## src/rtl/mux_scan_nto1.sv

```systemverilog
// -----------------------------------------------------------------------------
// mux_scan_nto1
//
// Parametrised N-to-1, W-bit registered multiplexer. It has a manual select
// mode and an automatic scan mode with a programmable dwell per channel. The
// output register sits behind a valid/ready handshake, so a downstream
// consumer can stall it.
//
// With the default parameters (N=16, W=1, MSB_FIRST=1) it behaves like the
// legacy 16-to-1 bit mux: sel=0 picks the top bit of `in`.
//
// Parameters
//   N         channel count, power of 2, N >= 2
//   W         bits per channel
//   SW        select / pointer width, $clog2(N)
//   DWELL     accepted beats spent on each channel in scan mode, >= 1
//   MSB_FIRST 1: logical k reads physical N-1-k; 0: logical k reads physical k
//
// Ports
//   clk        rising-edge clock
//   rst_n      asynchronous active-low reset
//   in         channel data; physical channel p is in[p*W +: W]
//   sel        manual-mode channel, also the start channel on scan entry
//   scan_en    1 = scan mode, 0 = manual mode
//   out        registered channel data
//   out_ch     logical index of the data currently on out
//   out_valid  out holds a beat (1 from the first beat after reset onward)
//   out_ready  downstream accepts the current beat
//   wrap       current beat is the first one after the pointer wrapped to 0
// -----------------------------------------------------------------------------
module mux_scan_nto1 #(
  parameter int N         = 16,
  parameter int W         = 1,
  parameter int SW        = $clog2(N),
  parameter int DWELL     = 1,
  parameter int MSB_FIRST = 1
) (
  input  logic           clk,
  input  logic           rst_n,
  input  logic [N*W-1:0] in,
  input  logic [SW-1:0]  sel,
  input  logic           scan_en,
  output logic [W-1:0]   out,
  output logic [SW-1:0]  out_ch,
  output logic           out_valid,
  input  logic           out_ready,
  output logic           wrap
);

  // Dwell counter wide enough to hold DWELL-1 for any DWELL >= 1.
  localparam int DCW = $clog2(DWELL) + 1;

  localparam logic [SW-1:0]  LAST_CH  = SW'(N - 1);
  localparam logic [DCW-1:0] LAST_BEAT = DCW'(DWELL - 1);

  typedef enum logic [1:0] {
    ST_IDLE = 2'd0,
    ST_MAN  = 2'd1,
    ST_SCAN = 2'd2
  } state_e;

  // ---------------------------------------------------------------------------
  // Registers and their next values
  // ---------------------------------------------------------------------------
  state_e         state_q,     state_d;
  logic [W-1:0]   out_q,       out_d;
  logic [SW-1:0]  out_ch_q,    out_ch_d;
  logic           out_valid_q, out_valid_d;
  logic           wrap_q,      wrap_d;
  logic [SW-1:0]  ptr_q,       ptr_d;
  logic [DCW-1:0] dcnt_q,      dcnt_d;

  // The output register accepts a new beat whenever it is empty or the
  // current beat is being consumed.
  logic adv;
  assign adv = !out_valid_q || out_ready;

  // ---------------------------------------------------------------------------
  // Unpack the flat input bus into physical channels
  // ---------------------------------------------------------------------------
  logic [W-1:0] phys_ch [N];

  for (genvar g = 0; g < N; g++) begin : g_unpack
    assign phys_ch[g] = in[g*W +: W];
  end

  // Logical channel chosen for capture this cycle, and its physical slot.
  logic [SW-1:0] cap_k;
  logic [SW-1:0] cap_phys;

  // N is a power of 2, so N-1-k stays inside SW bits.
  assign cap_phys = (MSB_FIRST != 0) ? (LAST_CH - cap_k) : cap_k;

  // ---------------------------------------------------------------------------
  // State register
  // ---------------------------------------------------------------------------
  // NOTE: sequential state uses non-blocking assignments so every flop
  // samples the pre-edge value of every other flop, independent of order.
  always_ff @(posedge clk or negedge rst_n) begin
    if (!rst_n) begin
      state_q <= ST_IDLE;
    end else begin
      state_q <= state_d;
    end
  end

  // ---------------------------------------------------------------------------
  // Next-state logic
  // ---------------------------------------------------------------------------
  // NOTE: every combinational output gets a default first, so no path leaves
  // a variable unassigned and no latch is inferred.
  always_comb begin
    state_d = state_q;
    if (adv) begin
      // IDLE is left on the first accepted edge; MAN and SCAN follow scan_en.
      state_d = scan_en ? ST_SCAN : ST_MAN;
    end
  end

  // ---------------------------------------------------------------------------
  // Output / datapath logic
  // ---------------------------------------------------------------------------
  always_comb begin
    out_valid_d = out_valid_q;
    wrap_d      = wrap_q;
    ptr_d       = ptr_q;
    dcnt_d      = dcnt_q;
    out_ch_d    = out_ch_q;
    cap_k       = sel;

    if (adv) begin
      out_valid_d = 1'b1;
      wrap_d      = 1'b0;

      unique case (state_d)
        ST_SCAN: begin
          if (state_q != ST_SCAN) begin
            // Entry beat: restart from sel and count it as the first dwell
            // beat. No pointer memory survives a trip through MAN.
            cap_k  = sel;
            ptr_d  = sel;
            dcnt_d = '0;
          end else if (dcnt_q == LAST_BEAT) begin
            // Dwell used up: step the pointer with natural SW-bit wrap and
            // flag the beat that lands on channel 0.
            cap_k  = ptr_q + 1'b1;
            ptr_d  = ptr_q + 1'b1;
            dcnt_d = '0;
            wrap_d = (ptr_q == LAST_CH);
          end else begin
            cap_k  = ptr_q;
            dcnt_d = dcnt_q + 1'b1;
          end
        end
        default: begin
          // Manual beat; ptr and dcnt are left alone.
          cap_k = sel;
        end
      endcase

      out_ch_d = cap_k;
    end
  end

  // Data capture kept out of the block above so the channel decode reads as a
  // single mux driven by cap_phys.
  always_comb begin
    out_d = out_q;
    if (adv) begin
      out_d = phys_ch[cap_phys];
    end
  end

  // ---------------------------------------------------------------------------
  // Datapath registers
  // ---------------------------------------------------------------------------
  always_ff @(posedge clk or negedge rst_n) begin
    if (!rst_n) begin
      out_q       <= '0;
      out_ch_q    <= '0;
      out_valid_q <= 1'b0;
      wrap_q      <= 1'b0;
      ptr_q       <= '0;
      dcnt_q      <= '0;
    end else begin
      out_q       <= out_d;
      out_ch_q    <= out_ch_d;
      out_valid_q <= out_valid_d;
      wrap_q      <= wrap_d;
      ptr_q       <= ptr_d;
      dcnt_q      <= dcnt_d;
    end
  end

  assign out       = out_q;
  assign out_ch    = out_ch_q;
  assign out_valid = out_valid_q;
  assign wrap      = wrap_q;

endmodule

```

## config.mk

```make
export PLATFORM = sky130hd
export DESIGN_NAME = mux_scan_nto1
export DESIGN_NICKNAME = d
export VERILOG_FILES = /design/src/rtl/mux_scan_nto1.sv
export SDC_FILE = /design/constraint.sdc
export NUM_CORES = 1
export LEC_CHECK = 0
export BUFFER_PORTS_ARGS = -buffer_cell sky130_fd_sc_hd__buf_2
export CAP_MARGIN = 20
export CORE_ASPECT_RATIO = 0.7
export CORE_MARGIN = 1
export CORE_UTILIZATION = 30
export CTS_CLUSTER_SIZE = 16
export DETAILED_ROUTE_END_ITERATION = 8
export SYNTH_ARGS = -nofsm -noshare
export SYNTH_HDL_FRONTEND = slang
export SYNTH_SLANG_ARGS = --single-unit
```

## constraint.sdc

```tcl
create_clock -name clk -period 2.1 [get_ports clk]
set_clock_uncertainty 0.05 [all_clocks]
set_input_delay 0.42 -clock clk [delete_from_list [all_inputs] [get_ports clk]]
set_output_delay 0.42 -clock clk [all_outputs]
set_load 0.02 [all_outputs]
```

Yosys cells after proc, flatten, opt, wreduce, memory -nomap -nowiden
Index checks and enable logic that the tools add are counted.
{ "word_totals": {"regBits": 14, "input_bits": 24, "out_inout_bits": 7, "word_cells": 32} }
{ "classes": {"addsub": 3, "magnitude_cmp": 1, "n_eq_ne": 3, "mux": 14, "bitwise_logic": 1, "reduce_logical": 3} }
{ "op_table": {"columns": ["cell", "n"], "rows": [
  ["4-bit two-way mux", 4],
  ["1-bit two-way mux", 7],
  ["5-bit greater-or-equal comparator, second input constant", 1],
  ["4-bit NOT with 5-bit output", 1],
  ["4-bit by 1-bit adder with 4-bit output, second input constant", 1],
  ["1-bit binary-select mux with 4-bit select", 1],
  ["4-bit equality test, second input constant", 1],
  ["2-bit two-way mux", 2],
  ["4-bit subtractor, first input constant", 1],
  ["2-bit equality test, second input constant", 1],
  ["2-bit != test, second input constant", 1],
  ["2-bit AND reduction", 1],
  ["1-bit adder, second input constant", 1],
  ["1-bit logical NOT", 1],
  ["1-bit logical OR", 1]
]} }

Longest topological paths before layout
{ "logic_depth": {"depth_word": 11, "ltp_mapped": 9, "ltp_nobuf": 8} }

Worst setup path before layout
Ideal clock, no wire load.
{ "synth_path": {"kind": "register -> register", "startpoint": "reg out_valid_q, in the netlist out_valid", "endpoint": "reg out_q, in the netlist out", "setup_time_ps": 131, "t_arrival_ps": 1795, "required_time_ps": 1919, "slack_ps": 124, "stages_incl_launch_ff": 10, "path_buffers": 2, "synth_period_minus_slack_ps": 1976, "path_cell_list": "dfrtp_1 nand2b_1 buf_6 and3_4 buf_6 mux2i_1 mux2i_1 mux2i_1 a211oi_1 o211ai_2"} }
{ "synth_between": {"elab_chain_cells": 11} }
{ "synth_lines": {"columns": ["element", "line", "text"], "rows": [
  ["from (decl)", "68", "logic out_valid_q, out_valid_d;"],
  ["from (signal assigned)", "188", "out_valid_q <= out_valid_d;"],
  ["1-bit logical NOT (*)", "76", "assign adv = !out_valid_q || out_ready;"],
  ["1-bit logical OR (*)", "76", null],
  ["2-bit two-way mux", "114", "if (adv) begin"],
  ["2-bit equality test", "135", "unique case (state_d)"],
  ["4-bit two-way mux", "135", null],
  ["4-bit two-way mux", "131", "if (adv) begin"],
  ["4-bit subtractor", "92", "assign cap_phys = (MSB_FIRST != 0) ? (LAST_CH - cap_k) : cap_k;"],
  ["4-bit NOT with 5-bit output (not written as such)", "170", "out_d = phys_ch[cap_phys];"],
  ["1-bit binary-select mux with 4-bit select", "170", null],
  ["1-bit two-way mux (not written as such) (2 in a row)", "170", null],
  ["to (signal assigned)", "186", "out_q <= out_d;"],
  ["to (decl)", "66", "logic [W-1:0] out_q, out_d;"]
]} }
Mark *: on every way between the ends. The rest lies on a longest branch, timed or not. The select of a mux whose other input is x is not followed.
A chain may end at the register's enable or synchronous reset.

Worst setup path in the final report
{ "layout_path": {"startpoint": "reg ptr_q[0]", "endpoint": "reg out_q, in the netlist out"} }
{ "layout_between": {"elab_chain_cells": 10} }
{ "layout_lines": {"columns": ["element", "line", "text"], "rows": [
  ["from (decl)", "70", "logic [SW-1:0] ptr_q, ptr_d;"],
  ["from (signal assigned)", "190", "ptr_q <= ptr_d;"],
  ["4-bit by 1-bit adder with 4-bit output", "146", "cap_k = ptr_q + 1'b1;"],
  ["4-bit two-way mux (*)", null, null],
  ["4-bit two-way mux (*)", "137", "if (state_q != ST_SCAN) begin"],
  ["4-bit two-way mux (*)", "135", null],
  ["4-bit two-way mux (*)", "131", null],
  ["4-bit subtractor (*)", "92", null],
  ["4-bit NOT with 5-bit output (not written as such) (*)", "170", null],
  ["1-bit binary-select mux with 4-bit select (*)", "170", null],
  ["1-bit two-way mux (not written as such) (*) (2 in a row)", "170", null]
]} }
Marked as above.

==> results.toml <==
[global_routing]
overflow = 0
grt.total_usage = 0.140
grt_pass1_vias = 802
grt_antenna_before_repair = 0
grt_pass1_wl_um = 3840
grt_max_degree = 14

[logic_synthesis]
yosys.area.top_type = "dfrtp_1"
synth_area_leaders = "dfrtp_1, mux2i_1, nand2_1"
syn_nets = 137
synth_edf_count = 0
syn-cell-area_mm2 = 0.00101
yosysTopAreaCellShare = 0.322
synth_cell_type_count = 44
avgSynthCellArea_um2 = 9.03
syn_inst = 112
async_flop_share = 1.00
yosys_warnings = 0
seq_area_frac_synth = 0.322
synth_flop_cell = "dfrtp_1"
synth-seq-cells = 13

[pwr]
p_leak_nw = 0.561
ir_drop_mv = 0.197
p_per_area_mw_per_mm2 = 653

[final_layout]
areaGrowthSynthToFinish_pct = 20.0
instances_no_fill = 182
regArea_um2 = 325
layout-drive-gt1-share = 0.340
fin_nets = 170
multi_input_comb_area_um2 = 593
fillers = 348
antenna_cells = 0

[worst_setup_path]
startpoint_type = "register"
reg2reg_slack_ns = 0.1
critPathKind = "reg2reg"
critical-path-top-delay-family = "compound AO/OA/AOI/OAI gates"
regToRegEndpoint = "out$_DFFE_PN0P_"
r2r_start = "ptr_q[0]$_DFFE_PN0P_"
cp.buffers_inverters = 0
critical_path.endpoint_type = "register"
path_cells = "ha_1 -> xor2_1 -> a31oi_1 -> a211oi_1 -> a311o_1 -> o211ai_2"
r2r_cells = 6
cp.required_ns = 2.21
critPathMaxFanout = 5
cp_slowest_cell = "dfrtp_1"
slowest_delay_ns = 0.40
critPathArrivalTime_ns = 2.12

[routing]
drc = 1
drt_iter0_drc = 79
num_vias = 929
drt_pass1_iterations = 6
viasPerCell = 5.10
drt-total-wl_um = 2410
wl_per_cell_um = 13.2
ant_nets = 0

[place]
placed_cells = 178
port_buffers = 30
gp_congestion = 0.836
dp_hpwl_um = 1840

[floorplan]
ios = 31
fp-row-count = 17
die_x_um = 71.4
die_area_mm2 = 0.00361
start_util = 0.317
die_y_um = 50.6
core_mm2 = 0.00319

[clocking]
clock_sinks = 13
post_cts_buffers = 0
htree_levels = 1
clk_path_buf_depth = 2
cts_hold_buf = 0
insertion_delay_ns = 0.24
root_buffer = "clkbuf_8"
cts_tree = "built"
clk_pin_slew_ns = 0.06
cts_buffers = 3

[sta]
hold_viol = 0
fmax_mhz = 499
fin_setup_tns_ns = 0
timing.final.crit_share = 0.955
fin_hold_ws_ns = 0.00994
finalSetupViolations = 0
slew_violations = 0
min_period_ns = 2.00

[run_status]
status = "finished with violations"
violations = "design-rule violations"

[job]
max_cap_violations = 0

[min_path]
hold_class = "in2async"
[through the flow]
stage                     setup slack (ns)  area (µm²)  total power [mW]   util
after floorplan                      0.124        1010             0.494      -
after global placement              0.0750        1160             0.557  0.363
after detailed placement           -0.0148        1160             0.562  0.363
after CTS                            0.108        1200             0.792  0.377
after global routing              -0.00191        1210             0.841  0.380
final                               0.0955        1210             0.792  0.380
[how the worst max path moves through the flow]
stage | from | endpoint | slack [ns] | cells past startpoint
after global routing | out_valid$_DFFE_PN0P_ | out$_DFFE_PN0P_ | -0.002 | 7
after floorplan | out_valid$_DFFE_PN0P_ | out$_DFFE_PN0P_ | 0.12 | 9
after CTS | ptr_q[0]$_DFFE_PN0P_ | out$_DFFE_PN0P_ | 0.11 | 7
after global placement | out_ready | out$_DFFE_PN0P_ | 0.07 | 8
after detailed placement | out_ready | out$_DFFE_PN0P_ | -0.01 | 8
final | ptr_q[0]$_DFFE_PN0P_ | out$_DFFE_PN0P_ | 0.1 | 6
[final cells by class]
type | count | area share
inverter | 2 | 0.00619
tap | 38 | 0.0392
timing repair buffer | 36 | 0.161
multi-input combinational | 89 | 0.489
clock buffer | 4 | 0.0371
sequential | 13 | 0.268
[worst reg2reg max path, stage by stage (launching register included)]
cell	delay, ns
dfrtp_1	0.40
ha_1	0.30
xor2_1	0.22
a31oi_1	0.37
a211oi_1	0.09
a311o_1	0.34
o211ai_2	0.15
[registers in the layout (all words and copies together) (netlist names)]
register   count
out_ch         4
ptr_q          4
state_q        2
out            1
out_valid      1
wrap           1
[placed cells by master, fill, tap and decap left out, types with 2 or more instances in the layout]
master and count:
nand2b_1 2, nor2_1 6, mux2i_1 7, or4_1 2, clkbuf_8 3, nand2_1 19, o31ai_1 2, a31oi_1 2
xor2_1 2, buf_4 6, nand4_1 2, o21ai_0 10, buf_2 30, a211oi_1 3, a21oi_1 7, dfrtp_1 13
[logic make-up (layout without fill, tap and decap cells)]
group / after synthesis / count (layout) / synth area share
compound gates: 30 / 30 / 0.202
xor+xnor: 3 / 3 / 0.0260
fa+ha+maj: 1 / 1 / 0.0124
buf+inv: 10 / 42 / 0.103
flops: 13 / 13 / 0.322
mux: 8 / 8 / 0.0792
other cells: 1 / 1 / 0.00371
simple gates: 46 / 46 / 0.252
[synth_stat cells, drive strengths merged (2+ instances only)]
cell type  count
nand2         19
dfrtp         13
o21ai         10
mux2i          8
a21oi          7
nor2           6
buf            5
a211oi         3
a31oi          2
and3           2
clkbuf         2
nand2b         2
nand3          2
nand4          2
o31ai          2
or4            2
xor2           2
[repair_timing]
action / in CTS / in global routing
resized for setup: 0 / 2
endpoints found under the hold margin: 0 / 0
setup endpoints to repair: 0 / 1
[report_power, final]
part	internal, mW	leakage [nW]	total (mW)	switching, mW
combinational	0.110	0.382	0.260	0.150
clock	0.134	0.0228	0.223	0.0890
sequential	0.281	0.157	0.310	0.0284
total	0.525	0.561	0.792	0.267
[layer usage]
| layer | routed length, µm | vias to the layer above | track usage |
|---|---|---|---|
| met4 | 17 | 0 | 0.0300 |
| met2 | 1090 | 22 | 0.219 |
| met1 | 1170 | 439 | 0.189 |
| met3 | 127 | 2 | 0.0422 |
| li1 | - | 466 | - |
| met5 | 0 | - | 0 |
No activity file was read; power rests on OpenSTA's default activity.
